[src/rtl/wb_bus_arbiter_n.sv]
// N-master Wishbone arbiter. A winner is registered while idle and then owns
// the single downstream port for its whole cyc transaction, bursts included.
// The next grant always comes after one idle cycle.
// ARB_MODE selects round-robin (0) or fixed priority with index 0 highest (1).
// Optional watchdog: define WB_ARB_TIMEOUT_EN. It aborts a transfer that
// waits TIMEOUT_CYC cycles for an ack and sets a sticky err_o flag.
module wb_bus_arbiter_n #(
  parameter int N_MASTERS   = 3,
  parameter int AW          = 32,
  parameter int DW          = 32,
  parameter int BLW         = 10,
  parameter int ARB_MODE    = 0,
  parameter int TIMEOUT_CYC = 255
) (
  input  logic                        clk,
  input  logic                        rstn,
  input  logic [N_MASTERS-1:0]        m_cyc_i,
  input  logic [N_MASTERS-1:0]        m_stb_i,
  input  logic [N_MASTERS-1:0]        m_we_i,
  input  logic [N_MASTERS*AW-1:0]     m_adr_i,
  input  logic [N_MASTERS*DW-1:0]     m_dat_i,
  input  logic [N_MASTERS*DW/8-1:0]   m_sel_i,
  input  logic [N_MASTERS*BLW-1:0]    m_bl_i,
  input  logic [N_MASTERS-1:0]        m_bry_i,
  output logic [DW-1:0]               m_dat_o,
  output logic [N_MASTERS-1:0]        m_ack_o,
  output logic                        s_cyc_o,
  output logic                        s_stb_o,
  output logic                        s_we_o,
  output logic [AW-1:0]               s_adr_o,
  output logic [DW-1:0]               s_dat_o,
  output logic [DW/8-1:0]             s_sel_o,
  output logic [BLW-1:0]              s_bl_o,
  output logic                        s_bry_o,
  input  logic [DW-1:0]               s_dat_i,
  input  logic                        s_ack_i,
  output logic [N_MASTERS-1:0]        grant_o,
  output logic                        err_o
);

  localparam int SW = DW / 8;
  localparam int PW = (N_MASTERS > 1) ? $clog2(N_MASTERS) : 1;

  typedef enum logic {IDLE = 1'b0, BUSY = 1'b1} state_t;

  state_t                state, state_nxt;
  logic [N_MASTERS-1:0]  grant, grant_nxt;
  logic [PW-1:0]         owner, owner_nxt;
  logic [PW-1:0]         rr_ptr, rr_ptr_nxt;
  logic [N_MASTERS-1:0]  req;
  logic                  found;
  logic [PW-1:0]         win_idx;
  logic [PW-1:0]         scan_idx;
  logic                  busy;
  logic                  tmo_fire;
  logic [BLW-1:0]        beat_cnt;

  assign busy    = (state == BUSY);
  assign grant_o = grant;

`ifdef WB_ARB_TIMEOUT_EN
  localparam int WCW = $clog2(TIMEOUT_CYC + 1);

  logic [WCW-1:0]        wait_cnt;
  logic [N_MASTERS-1:0]  blocked;
  logic                  err;

  assign tmo_fire = busy && (wait_cnt == WCW'(TIMEOUT_CYC));
  // A master whose transfer timed out may not win again until it drops cyc.
  assign req      = m_cyc_i & ~blocked;
  assign err_o    = err;

  // Watchdog: count stalled strobe cycles, abort on limit, remember offender.
  always_ff @(posedge clk or negedge rstn) begin
    if (!rstn) begin
      wait_cnt <= '0;
      blocked  <= '0;
      err      <= 1'b0;
    end else begin
      blocked <= (blocked | (tmo_fire ? grant : '0)) & m_cyc_i;
      if (tmo_fire) err <= 1'b1;
      if (!busy || s_ack_i)
        wait_cnt <= '0;
      else if (s_stb_o && !tmo_fire)
        wait_cnt <= wait_cnt + 1'b1;
    end
  end
`else
  logic unused_timeout_cfg;

  assign tmo_fire           = 1'b0;
  assign req                = m_cyc_i;
  assign err_o              = 1'b0;
  assign unused_timeout_cfg = |TIMEOUT_CYC;
`endif

  // Winner search: from rr_ptr with wrap (round-robin) or from index 0 (fixed).
  always_comb begin
    // NOTE: every always_comb output gets a default first so no path leaves it unassigned (no latch).
    found    = 1'b0;
    win_idx  = '0;
    scan_idx = '0;
    for (int k = 0; k < N_MASTERS; k++) begin
      if (ARB_MODE == 1) scan_idx = PW'(k);
      else               scan_idx = PW'((int'(rr_ptr) + k) % N_MASTERS);
      if (!found && req[scan_idx]) begin
        found   = 1'b1;
        win_idx = scan_idx;
      end
    end
  end

  // Next-state logic: grant from IDLE, release on owner cyc drop or timeout.
  always_comb begin
    state_nxt  = state;
    grant_nxt  = grant;
    owner_nxt  = owner;
    rr_ptr_nxt = rr_ptr;
    unique case (state)
      IDLE: begin
        if (found) begin
          state_nxt = BUSY;
          grant_nxt = N_MASTERS'(1) << win_idx;
          owner_nxt = win_idx;
          if (ARB_MODE == 0)
            rr_ptr_nxt = (win_idx == PW'(N_MASTERS - 1)) ? '0 : win_idx + 1'b1;
        end
      end
      BUSY: begin
        if (!m_cyc_i[owner] || tmo_fire) begin
          state_nxt = IDLE;
          grant_nxt = '0;
        end
      end
    endcase
  end

  // State, grant and round-robin pointer registers.
  always_ff @(posedge clk or negedge rstn) begin
    if (!rstn) begin
      state  <= IDLE;
      grant  <= '0;
      owner  <= '0;
      rr_ptr <= '0;
    end else begin
      // NOTE: registers take non-blocking assignments so all flops update from the same pre-edge values.
      state  <= state_nxt;
      grant  <= grant_nxt;
      owner  <= owner_nxt;
      rr_ptr <= rr_ptr_nxt;
    end
  end

  // Downstream mux and ack/data return, all driven from the registered owner.
  always_comb begin
    s_cyc_o = 1'b0;
    s_stb_o = 1'b0;
    s_we_o  = 1'b0;
    s_adr_o = '0;
    s_dat_o = '0;
    s_sel_o = '0;
    s_bl_o  = '0;
    s_bry_o = 1'b0;
    m_ack_o = '0;
    m_dat_o = '0;
    if (busy) begin
      s_cyc_o = m_cyc_i[owner];
      s_stb_o = m_stb_i[owner];
      s_we_o  = m_we_i[owner];
      s_adr_o = m_adr_i[owner*AW +: AW];
      s_dat_o = m_dat_i[owner*DW +: DW];
      s_sel_o = m_sel_i[owner*SW +: SW];
      s_bl_o  = m_bl_i[owner*BLW +: BLW];
      s_bry_o = m_bry_i[owner];
      m_ack_o = grant & {N_MASTERS{s_ack_i | tmo_fire}};
      m_dat_o = tmo_fire ? DW'(32'hDEAD_BEEF) : s_dat_i;
    end
  end

  // Beat counter: cleared on each grant, counts acked strobes; debug only.
  always_ff @(posedge clk or negedge rstn) begin
    if (!rstn)
      beat_cnt <= '0;
    else if (!busy && found)
      beat_cnt <= '0;
    else if (busy && s_ack_i && s_stb_o)
      beat_cnt <= beat_cnt + 1'b1;
  end

  // beat_cnt has no port; keep it referenced so it is not flagged as dead.
  logic unused_beat_cnt;
  assign unused_beat_cnt = ^beat_cnt;

endmodule
[config.mk]
export PLATFORM = sky130hd
export DESIGN_NAME = wb_bus_arbiter_n
export DESIGN_NICKNAME = d
export VERILOG_FILES = /design/src/rtl/wb_bus_arbiter_n.sv
export SDC_FILE = /design/constraint.sdc
export NUM_CORES = 1
export LEC_CHECK = 0
export ABC_AREA = 1
export CAP_MARGIN = 30
export CORE_AREA = 10 10 149 151
export DETAILED_ROUTE_END_ITERATION = 16
export DIE_AREA = 0 0 159 161
export PLACE_DENSITY = 0.64
export SKIP_LAST_GASP = 1
export SYNTH_ARGS = -nofsm -noshare
export SYNTH_HDL_FRONTEND = slang
export SYNTH_SLANG_ARGS = --single-unit
[constraint.sdc]
create_clock -name clk -period 3.5 [get_ports clk]
set_clock_uncertainty 0.1 [all_clocks]
set_input_delay 0.875 -clock clk [delete_from_list [all_inputs] [get_ports clk]]
set_output_delay 0.875 -clock clk [all_outputs]
set_load 0.03 [all_outputs]
=== Yosys cells after proc, flatten, opt, wreduce, memory -nomap -nowiden ===
Cells that the tools add are included.

* Flip-flop bits (word level): 8
* Input port bits: 281
* Output and inout port bits: 121
* Logic and storage cells: 68

* $add $sub $neg: 3
* Multiply operators: 1
* Div/mod/pow operators: 3
* Magnitude comparators: 4
* Eq/ne operators: 3
* Shifts and indexed selects: 5
* Muxes and demuxes: 37
* Bitwise gates (word level): 2
* Reduce and logical (&&, ||, !) cells: 6

{| class="wikitable"
|+ Operator list
! operator !! number
|-
| variable part select 96 x 8 -> 32 bit || 2
|-
| 2-to-1 mux 32 bit || 3
|-
| modulo 32 x 3 -> 32 bit (second input constant) || 2
|-
| modulo 3 x 3 -> 32 bit (second input constant) || 1
|-
| variable part select 30 x 7 -> 10 bit || 1
|-
| 2-to-1 mux 1 bit || 16
|-
| binary-select mux 1 bit (select 2 bit) || 7
|-
| < comparator 2 x 3 -> 1 bit (second input constant) || 4
|-
| variable part select 12 x 5 -> 4 bit || 1
|-
| 2-to-1 mux 10 bit || 1
|-
| 2-to-1 mux 3 bit || 3
|-
| 2-to-1 mux 2 bit || 4
|-
| case mux 3 bit (2 select lines) || 1
|-
| multiplier 2 x 3 -> 5 bit (second input constant) || 1
|-
| 2-to-1 mux 4 bit || 1
|-
| inequality test 2 bit (second input constant) || 2
|-
| AND reduction 2 bit || 2
|-
| adder 2 x 1 -> 3 bit (second input constant) || 1
|-
| adder 2 x 2 -> 3 bit (second input constant) || 1
|-
| bitwise AND 3 bit || 1
|-
| left shift 1 x 2 -> 3 bit (first input constant) || 1
|-
| adder 2 x 1 -> 2 bit (second input constant) || 1
|-
| equality test 2 bit (second input constant) || 1
|-
| logical AND 1 bit || 2
|-
| 3 further kinds || 4
|}

=== Longest topological paths before layout ===
* Word-level depth: 13
* Depth in mapped cells: 12
* Mapped depth without buffers: 12

=== Least setup slack after synthesis ===
Ideal clock, no wire load.

* Path kind: input port to output port
* Start point: input m_adr_i[22]
* End point: output s_adr_o[22]
* Arrival time: 1.534 ns
* Data required time: 2.525 ns
* Setup slack: 0.991 ns
* Stages: 4
* Path buffers: 0
* Cells stage by stage: nor2_1 > nor2_1 > o21ai_0 > a21oi_1

* Word-level cells in the longest chain between the ends: 2

{| class="wikitable"
|+ Ends and longest elaborated chain
! element !! RTL line !! text
|-
| start, declared || 20 || <nowiki>input logic [N_MASTERS*AW-1:0] m_adr_i,</nowiki>
|-
| variable part select 96 x 8 -> 32 bit || 170 || <nowiki>s_adr_o = m_adr_i[owner*AW +: AW];</nowiki>
|-
| 2-to-1 mux 32 bit || 166 || <nowiki>if (busy) begin</nowiki>
|-
| end, declared || 30 || <nowiki>output logic [AW-1:0] s_adr_o,</nowiki>
|}

No other way between the ends.

=== Worst setup path after layout ===
* Start point: input s_ack_i
* End point: output m_ack_o[0]

* Word-level cells in the longest chain between the ends: 2

{| class="wikitable"
|+ Ends and longest elaborated chain
! element !! RTL line !! text
|-
| start, declared || 36 || <nowiki>input logic s_ack_i,</nowiki>
|-
| bitwise AND 3 bit || 175 || <nowiki>m_ack_o = grant & {N_MASTERS{s_ack_i | tmo_fire}};</nowiki>
|-
| 2-to-1 mux 3 bit || 166 ||
|-
| end, declared || 26 || <nowiki>output logic [N_MASTERS-1:0] m_ack_o,</nowiki>
|}

No other way between the ends.

==> metrics.txt <==
status=finished clean; Final Hold Viols=0; crit end category=output pin; final cell count without fillers=1242; Core ar.=19210 µm²; total setup buffers inserted after CTS=0; Root Driver=clkbuf_16; hold path endpoint=rr_ptr[0]; RSZ-0062 raised after global routing=false; fin nets=1263; fmax=just over 300 MHz; DR WL/cell=16.24 µm; worst path cell trace=clkdlybuf4s50_1 -> nand2_1 -> nor2_1 -> clkdlybuf4s50_1; fin util=0.3622; min-delay src=rr_ptr[0]; Worst-path clk slew=40 ps; Initial Util=0.1470; CP max FO=3; I/O pins=402; Tcrit/Tclk final=0.9182; synthesized flop and latch total=8; Setup CP Type=in2out; Synth warnings=0; ant diodes=0; Slew headroom=0.6087; CP max stage delay=690 ps; post-cts resize count=0; die area=25600 µm²; Port-buffer cells=400; initial antenna violation count=0; Slew @ Worst Pin=587.0 ps; fraction of layout cells with a size suffix above 1=0.1116; grt ovf=0; routability cong.=~0.83; synth unique cells=21; Layout area overhead=146.5%; global-route wire length before repair=approximately 30000 µm; worst-case clock buffer depth=2; pre-CTS setup slack=271.7 ps; row cnt=between 50 and 60; Die Ht=161 µm; hold buffer count at cts=0; Slowest-stage cell, CP=clkdlybuf4s50_1; Arr. time, crit path=2240 ps; hold depth=2; Pwr Density=748.0 nW/µm²; largest net degree at the start of global routing=83; flop-to-flop setup slack=1470 ps; vias in the first global route=approximately 5300; GR Util met3=0.05999; syn_area_per_cell=4.620 µm²; DR pass1 iterations=4; grt met1 use=0.1618; post-layout min period=around 3200 ps; DRC viols=0; via count=5166; worst skew pair latency=240 ps; Post-DRT Antenna Nets=0; Die W=159 µm; syn_nets=896; Overall Global Routing Usage=0.1453; Sink Count=8; HP Class=reg2reg; worst reg2reg path depth=7; # H-tree levels=1; post-synthesis sequential area ratio=0.07092; DR iter-0 viols=308; reg2reg start=busy; crit-path most repeated cell=clkdlybuf4s50_1; DR vias/cell=4.159; placed cells=1238; CTS buffer count=3; Worst VDD drop=0.4027 mV; Netlist Area Pre-Place=2823 µm²; type of origin of the critical path=input port; Syn Inst Count=~600; final setup vio count=0; Static Leak=3.057 nW; setup tns final=0 ps; CP Data Required Time=2520 ps; TritonCTS clock tree=built; grt peak-use layer=met2; dpl hpwl=16460 µm; max cap viols=0; Worst Slack Setup Final=around 290 ps; drt total wl=20170 µm; R2R Path End=rr_ptr[0]; grt met2 use=0.2576; Slew Viols, Final=0
-- layout by cell type (no fill, tap or decap), drive strengths merged --
cell,synthesis,routed
a21oi,81,81
buf,37,93
clkbuf,12,4
clkdlybuf4s50,0,318
conb,1,1
dfrtp,8,8
ha,4,4
inv,53,53
nand2,139,139
nand3,14,14
nor2,170,170
nor3,1,1
o211ai,1,1
o21ai,89,89
or2,1,1
-- kinds of logic (layout without fill, tap and decap cells) --
group | count (synthesis) | in the layout | share of synthesized area
AOI/OAI and AO/OA | 171 | 171 | 0.3041
adders and majority gates | 4 | 4 | 0.01773
buffers and inverters | 102 | 468 | 0.1582
DFF | 8 | 8 | 0.07092
other | 1 | 1 | 0.001329
and+or+nand+nor | 325 | 325 | 0.4477
-- worst max path at each step --
stage	startpoint	to	cells after the start
2_1_floorplan	m_adr_i[22]	s_adr_o[22]	4
3_3_place_gp	s_ack_i	m_ack_o[0]	4
3_5_place_dp	s_ack_i	m_ack_o[0]	4
4_1_cts	s_ack_i	m_ack_o[0]	4
5_1_grt	s_ack_i	m_ack_o[2]	4
6_report	s_ack_i	m_ack_o[0]	4
-- final cells by class --
type	instances	area (µm²)
sequential	8	202.7
tap	265	331.6
fill	2086	12250
multi-input combinational	501	2176
timing repair buffer	411	3969
inverter	53	198.9
clock buffer	4	78.83
-- flip-flops by register name, summed over array words and instances, names as in the netlist --
register,count
grant_o,3
owner,2
rr_ptr,2
busy,1
-- power breakdown --
| part | switching [mW] | internal, mW |
|---|---|---|
| clock network | 0.0495 | 0.152 |
| logic | 3.02 | 1.78 |
| registers | 0.0622 | 0.136 |
-- routing by layer --
layer,wire length [µm],share of wire
met5,0,0
met3,2149,0.11
met4,255,0.013
met2,9898,0.49
met1,7868,0.39
-- synth_stat cells --
library cell | n | area (µm²)
a21oi_1 | 81 | 405.4
buf_1 | 8 | 30.03
buf_2 | 18 | 90.09
buf_4 | 11 | 82.58
clkbuf_1 | 12 | 45.04
conb_1 | 1 | 3.750
dfrtp_1 | 8 | 200.2
ha_1 | 4 | 50.05
inv_1 | 49 | 183.9
inv_2 | 4 | 15.01
nand2_1 | 137 | 514.2
nand2_2 | 2 | 12.51
nand3_1 | 11 | 55.05
nand3_2 | 3 | 30.03
nor2_1 | 169 | 634.4
nor2_2 | 1 | 6.260
nor3_1 | 1 | 5.000
o211ai_1 | 1 | 7.510
o21ai_0 | 82 | 410.4
o21ai_1 | 7 | 35.03
or2_1 | 1 | 6.260
-- worst max-delay path, delay by kind of cell --
kind / cells / cell delay, ps
AND/OR/NAND/NOR: 2 / 220
buffers and inverters: 2 / 1150
-- stage by stage --
stage / hold WS, ps / area [µm²] / total power [mW]
2_1_floorplan: 404.1 / 2823 / 3.092
5_1_grt: 481.4 / 6957 / 5.628
3_5_place_dp: 436.5 / 6878 / 5.029
6_report: 445.7 / 6957 / 5.204
4_1_cts: 449.5 / 6957 / 5.258
3_3_place_gp: 426.9 / 6878 / 5.030
Power figures use the tool's default switching activity.
